--- src/rtl/stream_crop.sv ---
// stream_crop: crops a dtype-framed pixel stream to a rectangle.
// Window config is shadowed at FRAME_START; 1-cycle latency.
module stream_crop #(
  parameter int DATA_WIDTH  = 16,
  parameter int DIM_WIDTH   = 16,
  parameter int DTYPE_WIDTH = 4,
  parameter logic [DTYPE_WIDTH-1:0] DT_FRAME_START = DTYPE_WIDTH'(1),
  parameter logic [DTYPE_WIDTH-1:0] DT_FRAME_END   = DTYPE_WIDTH'(2),
  parameter logic [DTYPE_WIDTH-1:0] DT_ROW_START   = DTYPE_WIDTH'(3),
  parameter logic [DTYPE_WIDTH-1:0] DT_ROW_END     = DTYPE_WIDTH'(4),
  parameter logic [DTYPE_WIDTH-1:0] DT_PIXEL       = DTYPE_WIDTH'(5)
) (
  input  logic                   clk,
  input  logic                   resetb,
  input  logic                   enable,
  input  logic [DIM_WIDTH-1:0]   row_start,
  input  logic [DIM_WIDTH-1:0]   col_start,
  input  logic [DIM_WIDTH-1:0]   num_rows,
  input  logic [DIM_WIDTH-1:0]   num_cols,
  input  logic                   dvi,
  input  logic [DTYPE_WIDTH-1:0] dtypei,
  input  logic [DATA_WIDTH-1:0]  datai,
  output logic                   dvo,
  output logic [DTYPE_WIDTH-1:0] dtypeo,
  output logic [DATA_WIDTH-1:0]  datao
);

  typedef enum logic [1:0] {
    IDLE,
    HDR,
    IN_ROW,
    BETWEEN_ROWS
  } state_t;

  state_t                 state_q, state_d;
  logic                   en_q, en_d;
  logic [DIM_WIDTH-1:0]   rs_q, rs_d;
  logic [DIM_WIDTH-1:0]   cs_q, cs_d;
  logic [DIM_WIDTH-1:0]   nr_q, nr_d;
  logic [DIM_WIDTH-1:0]   nc_q, nc_d;
  logic [DIM_WIDTH-1:0]   row_cnt_q, row_cnt_d;
  logic [DIM_WIDTH-1:0]   col_cnt_q, col_cnt_d;
  logic                   row_keep_q, row_keep_d;
  logic                   dvo_q, dvo_d;
  logic [DTYPE_WIDTH-1:0] dtypeo_q, dtypeo_d;
  logic [DATA_WIDTH-1:0]  datao_q, datao_d;

  logic row_hit;
  logic col_hit;
  logic fwd;

  // Window hit tests; subtraction only matters under the >= guard
  always_comb begin
    row_hit = (row_cnt_q >= rs_q) &&
              ((row_cnt_q - rs_q) < nr_q);
    col_hit = row_keep_q &&
              (col_cnt_q >= cs_q) &&
              ((col_cnt_q - cs_q) < nc_q);
  end

  // Next state, counters, shadows and forward decision
  always_comb begin
    state_d    = state_q;
    en_d       = en_q;
    rs_d       = rs_q;
    cs_d       = cs_q;
    nr_d       = nr_q;
    nc_d       = nc_q;
    row_cnt_d  = row_cnt_q;
    col_cnt_d  = col_cnt_q;
    row_keep_d = row_keep_q;
    fwd        = 1'b0;
    if (dvi) begin
      if (dtypei == DT_FRAME_START) begin
        fwd        = 1'b1;
        en_d       = enable;
        rs_d       = row_start;
        cs_d       = col_start;
        nr_d       = num_rows;
        nc_d       = num_cols;
        row_cnt_d  = '0;
        col_cnt_d  = '0;
        row_keep_d = 1'b0;
        state_d    = HDR;
      end else begin
        unique case (state_q)
          IDLE: fwd = 1'b0;
          HDR, BETWEEN_ROWS: begin
            if (dtypei == DT_ROW_START) begin
              state_d    = IN_ROW;
              col_cnt_d  = '0;
              row_keep_d = row_hit;
              fwd        = row_hit | ~en_q;
            end else if (dtypei == DT_FRAME_END) begin
              state_d = IDLE;
              fwd     = 1'b1;
            end else begin
              fwd = 1'b1;
            end
          end
          IN_ROW: begin
            if (dtypei == DT_PIXEL) begin
              fwd = col_hit | ~en_q;
              if (col_cnt_q != '1)
                col_cnt_d = col_cnt_q + 1'b1;
            end else if (dtypei == DT_ROW_END) begin
              fwd     = row_keep_q | ~en_q;
              state_d = BETWEEN_ROWS;
              if (row_cnt_q != '1)
                row_cnt_d = row_cnt_q + 1'b1;
            end else if (dtypei == DT_FRAME_END) begin
              fwd     = 1'b1;
              state_d = IDLE;
            end else if (dtypei == DT_ROW_START) begin
              col_cnt_d  = '0;
              row_keep_d = row_hit;
              fwd        = row_hit | ~en_q;
            end else begin
              fwd = 1'b1;
            end
          end
          default: fwd = 1'b0;
        endcase
      end
    end
  end

  // Output word staging; type/data hold while nothing is forwarded
  always_comb begin
    dvo_d    = fwd;
    dtypeo_d = fwd ? dtypei : dtypeo_q;
    datao_d  = fwd ? datai : datao_q;
  end

  // State, counter, shadow and output registers
  always_ff @(posedge clk or negedge resetb) begin
    if (!resetb) begin
      state_q    <= IDLE;
      en_q       <= 1'b0;
      rs_q       <= '0;
      cs_q       <= '0;
      nr_q       <= '0;
      nc_q       <= '0;
      row_cnt_q  <= '0;
      col_cnt_q  <= '0;
      row_keep_q <= 1'b0;
      dvo_q      <= 1'b0;
      dtypeo_q   <= '0;
      datao_q    <= '0;
    end else begin
      state_q    <= state_d;
      en_q       <= en_d;
      rs_q       <= rs_d;
      cs_q       <= cs_d;
      nr_q       <= nr_d;
      nc_q       <= nc_d;
      row_cnt_q  <= row_cnt_d;
      col_cnt_q  <= col_cnt_d;
      row_keep_q <= row_keep_d;
      dvo_q      <= dvo_d;
      dtypeo_q   <= dtypeo_d;
      datao_q    <= datao_d;
    end
  end

  assign dvo    = dvo_q;
  assign dtypeo = dtypeo_q;
  assign datao  = datao_q;

endmodule

--- config.mk ---
export PLATFORM = sky130hd
export DESIGN_NAME = stream_crop
export DESIGN_NICKNAME = d
export VERILOG_FILES = /design/src/rtl/stream_crop.sv
export SDC_FILE = /design/constraint.sdc
export NUM_CORES = 1
export LEC_CHECK = 0
export BUFFER_PORTS_ARGS = -buffer_cell sky130_fd_sc_hd__buf_2
export CAP_MARGIN = 20
export CORE_MARGIN = 5
export CORE_UTILIZATION = 45
export CTS_CLUSTER_DIAMETER = 40
export DETAILED_ROUTE_END_ITERATION = 8
export PLACE_DENSITY = 0.65
export SETUP_SLACK_MARGIN = 0.5
export SYNTH_ARGS = -nofsm -noshare
export SYNTH_HDL_FRONTEND = slang
export SYNTH_SLANG_ARGS = --single-unit
--- constraint.sdc ---
create_clock -name clk -period 6.2 [get_ports clk]
set_input_delay 0.62 -clock clk [delete_from_list [all_inputs] [get_ports clk]]
set_output_delay 0.62 -clock clk [all_outputs]
set_load 0.1 [all_outputs]
# Word-level counts from Yosys, hierarchy flattened
# Index checks and enable logic that the tools add are counted.
# totals
regBits	121
in_bits	88
wordCells	86
# op_classes
add_sub_neg	4
order_cmp	4
eq_ne	17
mux	31
bitwise_logic	4
n_reduce_logical	14
# ops
op	n
$mux 16	11
$add 16x1->16 const B	2
$ge 16x16->1	2
$lt 16x16->1	2
$ne 16x16->1 const B	2
$pmux 16 s2	1
$sub 16x16->16	2
$reduce_and 5->1	3
$ne 4x4->1 const B	3
$mux 1	11
$mux 2	5
$ne 3x3->1 const B	3
$eq 4x2->1 const B	2
$eq 4x3->1 const B	2
$reduce_bool 2->1	3
$eq 2x2->1 const B	2
$eq 4x1->1 const B	1
$pmux 2 s2	1
$logic_and 1x1->1	3
$or 1x1->1	3
$pmux 1 s3	1
$reduce_and 3->1	1
$reduce_bool 3->1	1
$eq 2x1->1 const B	1
6 further kinds	6

# Depth between registers and ports, before layout
# Gate-level depths: netlist of run 1.
# depth
depth_word	11
depth_mapped	19
mapped_depth_nobuf	18

# Worst setup path after synthesis of run 1
# Ideal clock, no wire load.
# synth_timing
path_kind	reg-to-reg
start	register row_cnt_q[0]
end	register datao_q[10], in the netlist datao[10]
setup_ps	125
arrival_time_ps	4486
path_slack_ps	1589
path_stages_with_launch	20
n_path_buf	1
period_less_slack_ps	4611
cell_sequence	dfrtp_1 -> inv_1 -> ha_1 -> fa_1 -> nor2b_1 -> o211ai_1 -> a31oi_1 -> o2111ai_1 -> a31oi_1 -> nand4_1 -> o211ai_1 -> ha_1 -> a211o_1 -> or4_1 -> a221oi_1 -> a211oi_1 -> a211oi_1 -> o31a_1 -> buf_2 -> mux2_2
# synth_via
elab_chain_cells	11
elab_cells_between_ends	12
cone_classes	add/sub (1); order compare (2); mux (7); bitwise (1); reduce/logical (1)
# synth_rtl
element	line	text
from (decl)	41	logic [DIM_WIDTH-1:0] row_cnt_q, row_cnt_d;
from (signal assigned)	157	row_cnt_q <= row_cnt_d;
$sub 16x16->16	55	((row_cnt_q - rs_q) < nr_q);
$lt 16x16->1	55	
$logic_and 1x1->1 (*)	54	row_hit = (row_cnt_q >= rs_q) &&
$or 1x1->1 (*)	93, 117	
$mux 1 (*)	89	if (dtypei == DT_ROW_START) begin
$mux 1	111	end else if (dtypei == DT_FRAME_END) begin
$mux 1	106	end else if (dtypei == DT_ROW_END) begin
$mux 1	102	if (dtypei == DT_PIXEL) begin
$pmux 1 s3 (*)	86	unique case (state_q)
$mux 1 (*)	74	if (dtypei == DT_FRAME_START) begin
$mux 1 (*)	73	if (dvi) begin
to (signal assigned)	162	datao_q <= datao_d;
to (decl)	46	logic [DATA_WIDTH-1:0] datao_q, datao_d;
# Mark *: on every way between the ends. The rest lies on a longest branch, timed or not.
# A chain may end at the register's enable or synchronous reset.

# Worst setup path after layout of run 1
# layout_timing
start	register row_cnt_q[0]
end	register datao_q[11], in the netlist datao[11]
# Same word-level chain as after synthesis.

==> results.md, run 1 <==
- Status: complete, no violations
- Final hold vios: 0
- Pint: about 2.1 mW
- Antenna viol nets, final: 0
- Die height: approximately 140 µm
- Mapped cell area: between 0.007 and 0.008 mm²
- Worst setup EP type: register
- Final Setup Violations: 0
- DR iter-0 viols: between 300 and 400
- Worst-skew pair later-pin latency: between 0.4 and 0.5 ns
- Post-cts resize count: 0
- Top sig layer: met4
- Worst slew pin tran: just over 0.9 ns
- Clock root buffer master: clkbuf_16
- Clock Path Buffers: 2
- Met1 WL: 7.848 mm
- Drt total wl: between 15 and 20 mm
- Overall power: around 3.6 mW
- Share of cells above drive strength 1: 19.62%
- Wire per inst: about 15 µm
- P per Cell Area: roughly 400 mW/mm²
- Share of power burned in registers: 29.4%
- Final period utilization: between 80% and 90%
- GRT Total Usage: a little under a fifth
- Worst setup SP type: register
- First-pass GRT wire length: 29.65 mm
- Synth area leaders: dfrtp_1 (40%), ha_1 (11%), o21ai_0 (6.3%), nand2_1 (5.0%), inv_1 (4.2%)
- CTS Buf Count: 17
- Top post-synthesis cells by count: dfrtp_1 (121), nand2_1 (100), o21ai_0 (95)
- Post-synth top area cell: dfrtp_1
- Via Count: around 6200
- GRT Residual Overflow: 0
- Critical setup path kind: register to register
- Highest Clock Rate: around 200 MHz
- # Post-CTS Setup Buffers: 0
- Post-CTS Hold Buffers: 0
- Vias in the first global route: between 6000 and 7000
- GP Congestion: 0.8490
- Initial core utilization: a little under half
- Met3 WL: 518 µm
- Initial antenna violation count: 0
- Final setup TNS: 0 ns
- Min Tclk post-route: about 5.1 ns
- Synth Flop Type: dfrtp_1
- Crit path DAT: ~5.4 ns
- Post-synth ARST share: 100.0%
- Drt drc: 0
- Setup Skew: around 0.012 ns
- P_leak: ~4.1 nW
- Seq/Total Area, Yosys: between 40% and 50%
- RSZ-0062 raised after global routing: false
- Footprint of the multi-input gates: 0.004014 mm²
- Seq cells post-synth: around 120
- Clock power share: ~30%
- Net Switching: ~1.5 mW
- R2r setup slk: 1.11 ns
- Pre-Repair DR Iteration Count: 5
- Crit path max fanout: 21
- Slew Limit Fails: 0
- YS warnings: 0
- Final Cell Area: a little under 0.009 mm²
- Distinct cell type count after synthesis: approximately 60
- EDFF count, synth: 0
- Largest net degree at the start of global routing: 63
- CTS HTree Levels: 4
- HPWL after DPL: roughly 13 mm
- Die X: between 100 and 150 µm
- Comb pwr share: 41.0%
- Core footprint: 0.01647 mm²
- Syn Inst Count: around 840
- # rows: 47
- CTS tree: built
- Max VDD drop: around 0.26 mV
- Antenna fix cells: 0
- Min-delay worst type: input pin to async pin
- Post-synth top area share: roughly 40%
- Worst-path clk slew: approximately 0.06 ns
- Top-count cell post-synth: dfrtp_1
- IO Count: between 100 and 150
- RR Startpoint: row_cnt_q[0]$_DFFE_PN0P_
- Vias per cell: approximately 5.3
- Full die area: between 0.015 and 0.02 mm²
- Synthesized area per cell: about 9.0 µm²
- FF+latch area: 0.003028 mm²
- Placement Cell Area: between 0.008 and 0.009 mm²
- Crit path required time: 6.49 ns
- Switching Share: a little over 40%
- Final nets: around 1100
- Fill count: ~1500
- Slew HR: between 30 and 40%
- Syn Nets: around 990
- Maxcap violations: 0
- Number of I/O port buffers: roughly 110
- Worst reg-to-reg path cell count: 19
- Layout Area Growth over Synthesis: 18.01%
- Clock Sinks: between 100 and 150
- Met2 Wirelength: ~8.9 mm
- R2r endpoint: datao[11]$_DFFE_PN0P_
==> state kept, by name (all words and copies together) (netlist names) <==
register    count
col_cnt_q      16
cs_q           16
datao          16
dtypeo          4
dvo             1
en_q            1
nc_q           16
nr_q           16
row_cnt_q      16
row_keep_q      1
rs_q           16
state_q         2
==> cell type report <==
cell class              count  share of cell area [%]
clock buffers              20                   5.158
clock inverters            12                   1.950
inverters                  84                   3.561
multi-input cells         601                   45.33
flip-flops and latches    121                   34.20
well taps                 220                   3.109
repair buffers            115                   6.698
==> cells in the final DEF (no fill, tap or decap), drive strengths merged, types with 5 or more instances in the layout <==
master and n:
dfrtp 121, mux2 23, nor2 48, and2 5
o31ai 11, inv 84, o21a 5, a21oi 32
a211oi 8, clkbuf 21, or3 7, o41ai 5
ha 64, a21o 9, nor3 16, a31oi 8
xor2 6, o21ai 104, and4 5, xnor2 26
nand2 100, nand4 16, buf 114, clkinv 6
nand3 23, o211ai 7, nor2b 11, nand2b 8
==> through the flow <==
step	worst slack [ns]	std cells	hold slack (ns)	utilization, %
detailed placement	1.086	1140	0.4907	49.92
global route	0.6763	1173	0.3602	53.78
CTS	1.068	1172	0.3085	53.75
finish	1.106	1173	0.2855	53.78
global placement	1.240	1140	0.4861	49.92
floorplan	1.589	835	0.3244	-
==> power groups by stage <==
stage	clock network, mW	logic [mW]	registers (mW)
floorplan	0	0.672	1.56
global placement	0	1.45	1.06
detailed placement	0	1.46	1.06
CTS	1.07	1.48	1.05
global route	1.11	1.61	1.07
finish	1.05	1.46	1.05
==> metal layers <==
layer	up-vias	global-route usage, %
met4	0	4.789
li1	3151	-
met2	94	32.60
met3	20	3.759
met5	-	0
met1	2905	23.12
==> worst max path at each step <==
stage,start,endpoint,slack (ns)
2_1_floorplan,row_cnt_q[0]$_DFFE_PN0P_,datao[10]$_DFFE_PN0P_,1.59
3_5_place_dp,row_cnt_q[0]$_DFFE_PN0P_,datao[7]$_DFFE_PN0P_,1.09
4_1_cts,row_cnt_q[0]$_DFFE_PN0P_,dtypeo[2]$_DFFE_PN0P_,1.07
6_report,row_cnt_q[0]$_DFFE_PN0P_,datao[11]$_DFFE_PN0P_,1.11
3_3_place_gp,row_cnt_q[0]$_DFFE_PN0P_,datao[12]$_DFFE_PN0P_,1.24
5_1_grt,row_cnt_q[0]$_DFFE_PN0P_,datao[11]$_DFFE_PN0P_,0.68
==> kinds of logic (layout without fill, tap and decap cells) <==
| logic type | count (synthesis) | count (layout) | share of synthesized area [%] |
|---|---|---|---|
| DFF | 121 | 121 | 40.35 |
| adders and majority gates | 66 | 66 | 11.21 |
| AOI/OAI and AO/OA | 217 | 217 | 17.93 |
| xor gates and xnor gates | 32 | 32 | 3.735 |
| and+or+nand+nor | 262 | 262 | 17.01 |
| buffers and inverters | 113 | 231 | 6.186 |
| muxes | 24 | 24 | 3.585 |
==> worst max-delay path, stage by stage (launching register included) <==
cell,delay [ns]
dfrtp_1,0.40
inv_1,0.06
ha_1,0.20
fa_1,0.41
nor2b_1,0.16
o211ai_1,0.12
a31oi_1,0.34
o2111ai_1,0.18
a31oi_1,0.28
nand4_1,0.13
o211ai_1,0.10
ha_1,0.26
a211o_1,0.31
or4_1,0.40
a221oi_1,0.30
a211oi_1,0.13
a211oi_1,0.33
o31a_1,0.21
buf_4,0.27
mux2_2,0.36
(Power assumes the default switching activity.)
==> run 2, diff against run 1 <==
--- a/config.mk
+++ b/config.mk
@@ -11,7 +11,7 @@
 export CORE_UTILIZATION = 45
 export CTS_CLUSTER_DIAMETER = 40
 export DETAILED_ROUTE_END_ITERATION = 8
-export PLACE_DENSITY = 0.65
+export PLACE_DENSITY = 0.68
 export SETUP_SLACK_MARGIN = 0.5
 export SYNTH_ARGS = -nofsm -noshare
 export SYNTH_HDL_FRONTEND = slang
==> constraint.sdc (replaced) <==
create_clock -name clk -period 4.4 [get_ports clk]
set_input_delay 0.44 -clock clk [delete_from_list [all_inputs] [get_ports clk]]
set_output_delay 0.44 -clock clk [all_outputs]
set_load 0.1 [all_outputs]
==> results.md, run 2 (synthesized netlist as in run 1, its figures left out) <==
- Largest net degree at the start of global routing: 70 (+11%)
- Drt drc: 0 (unchanged)
- CTS tree: built
- CTS Buf Count: 17 (unchanged)
- Layout Area Growth over Synthesis: 24.76%
- GRT Residual Overflow: 0 (unchanged)
- Post-placement cell count: 1172 (+2.8%)
- Final nets: 1136 (+3.8%)
- Top sig layer: met4
- Initial antenna violation count: 1 (+1)
- Delay-heaviest family, CP: compound AO/OA/AOI/OAI gates
- Placement Cell Area: 0.008488 mm² (+3.3%)
- RR Startpoint: rs_q[0]$_DFFE_PN0P_
- Worst-path clk slew: 0.05 ns (about the same)
- Failing checks: negative setup slack
- DR iter-0 viols: 306 (-9.7%)
- Via Count: 6337 (+2.7%)
- Utilization after layout: 56.85% (+3.1 points)
- Drt total wl: 18.45 mm (+5.4%)
- Met1 WL: 8.165 mm (+4.0%)
- Vias per cell: 5.211 (-0.93%)
- Slew Limit Fails: 0 (unchanged)
- Share of cells above drive strength 1: 24.52% (+4.9 points)
- Slew HR: 53.23% (+15 points)
- Most common cell after layout, fill and taps aside: dfrtp_1
- Wire per inst: 15.17 µm (+1.6%)
- Worst reg-to-reg path cell count: 19 (unchanged)
- Max VDD drop: 0.3966 mV (+52%)
- Footprint of the multi-input gates: 0.004165 mm² (+3.8%)
- Final hold vios: 0 (unchanged)
- Final Cell Area: 0.009361 mm² (+5.7%)
- IO Count: 109 (unchanged)
- Setup Skew: 0.009666 ns (-0.002817 ns)
- R2r endpoint: datao[7]$_DFFE_PN0P_
- Worst-path cell chain: ha_2 > fa_2 > nor2b_2 > o211ai_1 > a31oi_1 > o2111ai_2 > a31oi_2 > nand4_1 > o211ai_1 > ha_1 > a211o_1 > or4_4 > a221oi_4 > a211oi_2 > a211oi_2 > o31a_1 > buf_6 > clkbuf_16 > mux2_4
- GRT Total Usage: 18.84% (+0.38 points)
- Clock root buffer master: clkbuf_16
- RSZ-0062 raised after global routing: true
- Final setup TNS: -3.263 ns (-3.263 ns)
- Worst setup SP type: register
- Met2 Wirelength: 9.393 mm (+5.9%)
- HPWL after DPL: 13.45 mm (+2.0%)
- First-pass GRT wire length: 30.08 mm (+1.5%)
- Crit path max fanout: 5 (-76%)
- Die X: 139.1 µm (unchanged)
- CTS HTree Levels: 4 (unchanged)
- Min-delay worst type: input pin to async pin
- Clock Path Buffers: 2 (unchanged)
- Most frequent cells in the layout: dfrtp_1 (121), buf_2 (107), nand2_1 (100)
- P per Cell Area: 561.6 mW/mm² (+39%)
- Pre-Repair DR Iteration Count: 4 (-1)
- Core footprint: 0.01647 mm² (unchanged)
- Worst setup EP type: register
- Fill count: 1489 (-3.8%)
- Met3 WL: 595 µm (+15%)
- FF+latch area: 0.003028 mm² (unchanged)
- Full die area: 0.01936 mm² (unchanged)
- Die height: 139.1 µm (unchanged)
- Highest Clock Rate: 217.9 MHz (+11%)
- DP Worst Slack: -0.2541 ns (-1.340 ns)
- Antenna viol nets, final: 0 (unchanged)
- Final Setup Violations: 20 (+20)
- Min Tclk post-route: 4.590 ns (-0.5035 ns)
- Number of I/O port buffers: 108 (unchanged)
- P_leak: 4.404 nW (+7.0%)
- Clock Sinks: 121 (unchanged)
- Worst Setup Slack, final: -0.1900 ns (-1.296 ns)
- Critical setup path kind: register to register
- Maxcap violations: 0 (unchanged)
- Initial core utilization: 45.57% (unchanged)
- Overall power: 5.258 mW (+47%)
- R2r setup slk: -0.19 ns (-1.30 ns)
- Worst-skew pair later-pin latency: 0.42 ns (about the same)
- Final period utilization: 104.3% (+22 points)
- GP Congestion: 0.8651 (+1.9%)
- Crit path DAT: 4.88 ns (-0.51 ns)
- Status: complete, but fails checks
- Crit path buffers/inverters: 2 (unchanged)
- Non-filler instance count after layout: 1216 (+3.7%)
- Crit-path slowest cell: or4_4
- Crit path required time: 4.69 ns (-1.80 ns)
- Worst path max stage delay: 0.43 ns (+0.02 ns)
- Vias in the first global route: 6224 (+2.5%)
- Hold slack: 0.07697 ns (-0.2086 ns)
- Worst slew pin tran: 0.7016 ns (-0.2314 ns)
- # rows: 47 (unchanged)
-- run 2: how the worst max path moves through the flow --
stage	depth (start not counted)	slack, ns	startpoint	endpoint
final	19	-0.19	rs_q[0]$_DFFE_PN0P_	datao[7]$_DFFE_PN0P_
after detailed placement	18	-0.25	rs_q[0]$_DFFE_PN0P_	datao[5]$_DFFE_PN0P_
after global routing	19	-0.31	rs_q[0]$_DFFE_PN0P_	datao[8]$_DFFE_PN0P_
after global placement	18	-0.12	rs_q[0]$_DFFE_PN0P_	datao[12]$_DFFE_PN0P_
after CTS	18	-0.11	rs_q[0]$_DFFE_PN0P_	datao[1]$_DFFE_PN0P_
after floorplan	19	-0.02	row_cnt_q[0]$_DFFE_PN0P_	datao[10]$_DFFE_PN0P_
-- run 2: final cells by class --
| type | instances | share of cell area (%) |
|---|---|---|
| multi-input cells | 601 | 44.49 |
| diodes | 1 | 0.02673 |
| inverters | 84 | 3.368 |
| clock inverters | 12 | 1.590 |
| clock buffers | 20 | 4.878 |
| flip-flops and latches | 121 | 32.34 |
| well taps | 220 | 2.940 |
| repair buffers | 157 | 10.36 |
-- run 2: timing repair --
| action | 4_1_cts | 5_1_grt |
|---|---|---|
| hold buffers | 0 | 0 |
| setup buffers | 1 | 7 |
| resized for setup | 3 | 31 |
| setup endpoints to repair | 21 | 22 |
| cloned | 0 | 3 |
| pin swaps | 1 | 3 |
-- run 2: per-layer routing --
layer / vias up / track usage [%]
met5: - / 0
met3: 24 / 4.241
met2: 98 / 33.04
met4: 0 / 5.407
li1: 3240 / -
met1: 2975 / 23.34
-- run 2: power by group --
part / switching (mW) / leakage, nW / internal [mW]
clock network: 0.516 / 0.288 / 0.916
logic: 1.54 / 2.61 / 0.803
registers: 0.111 / 1.51 / 1.37
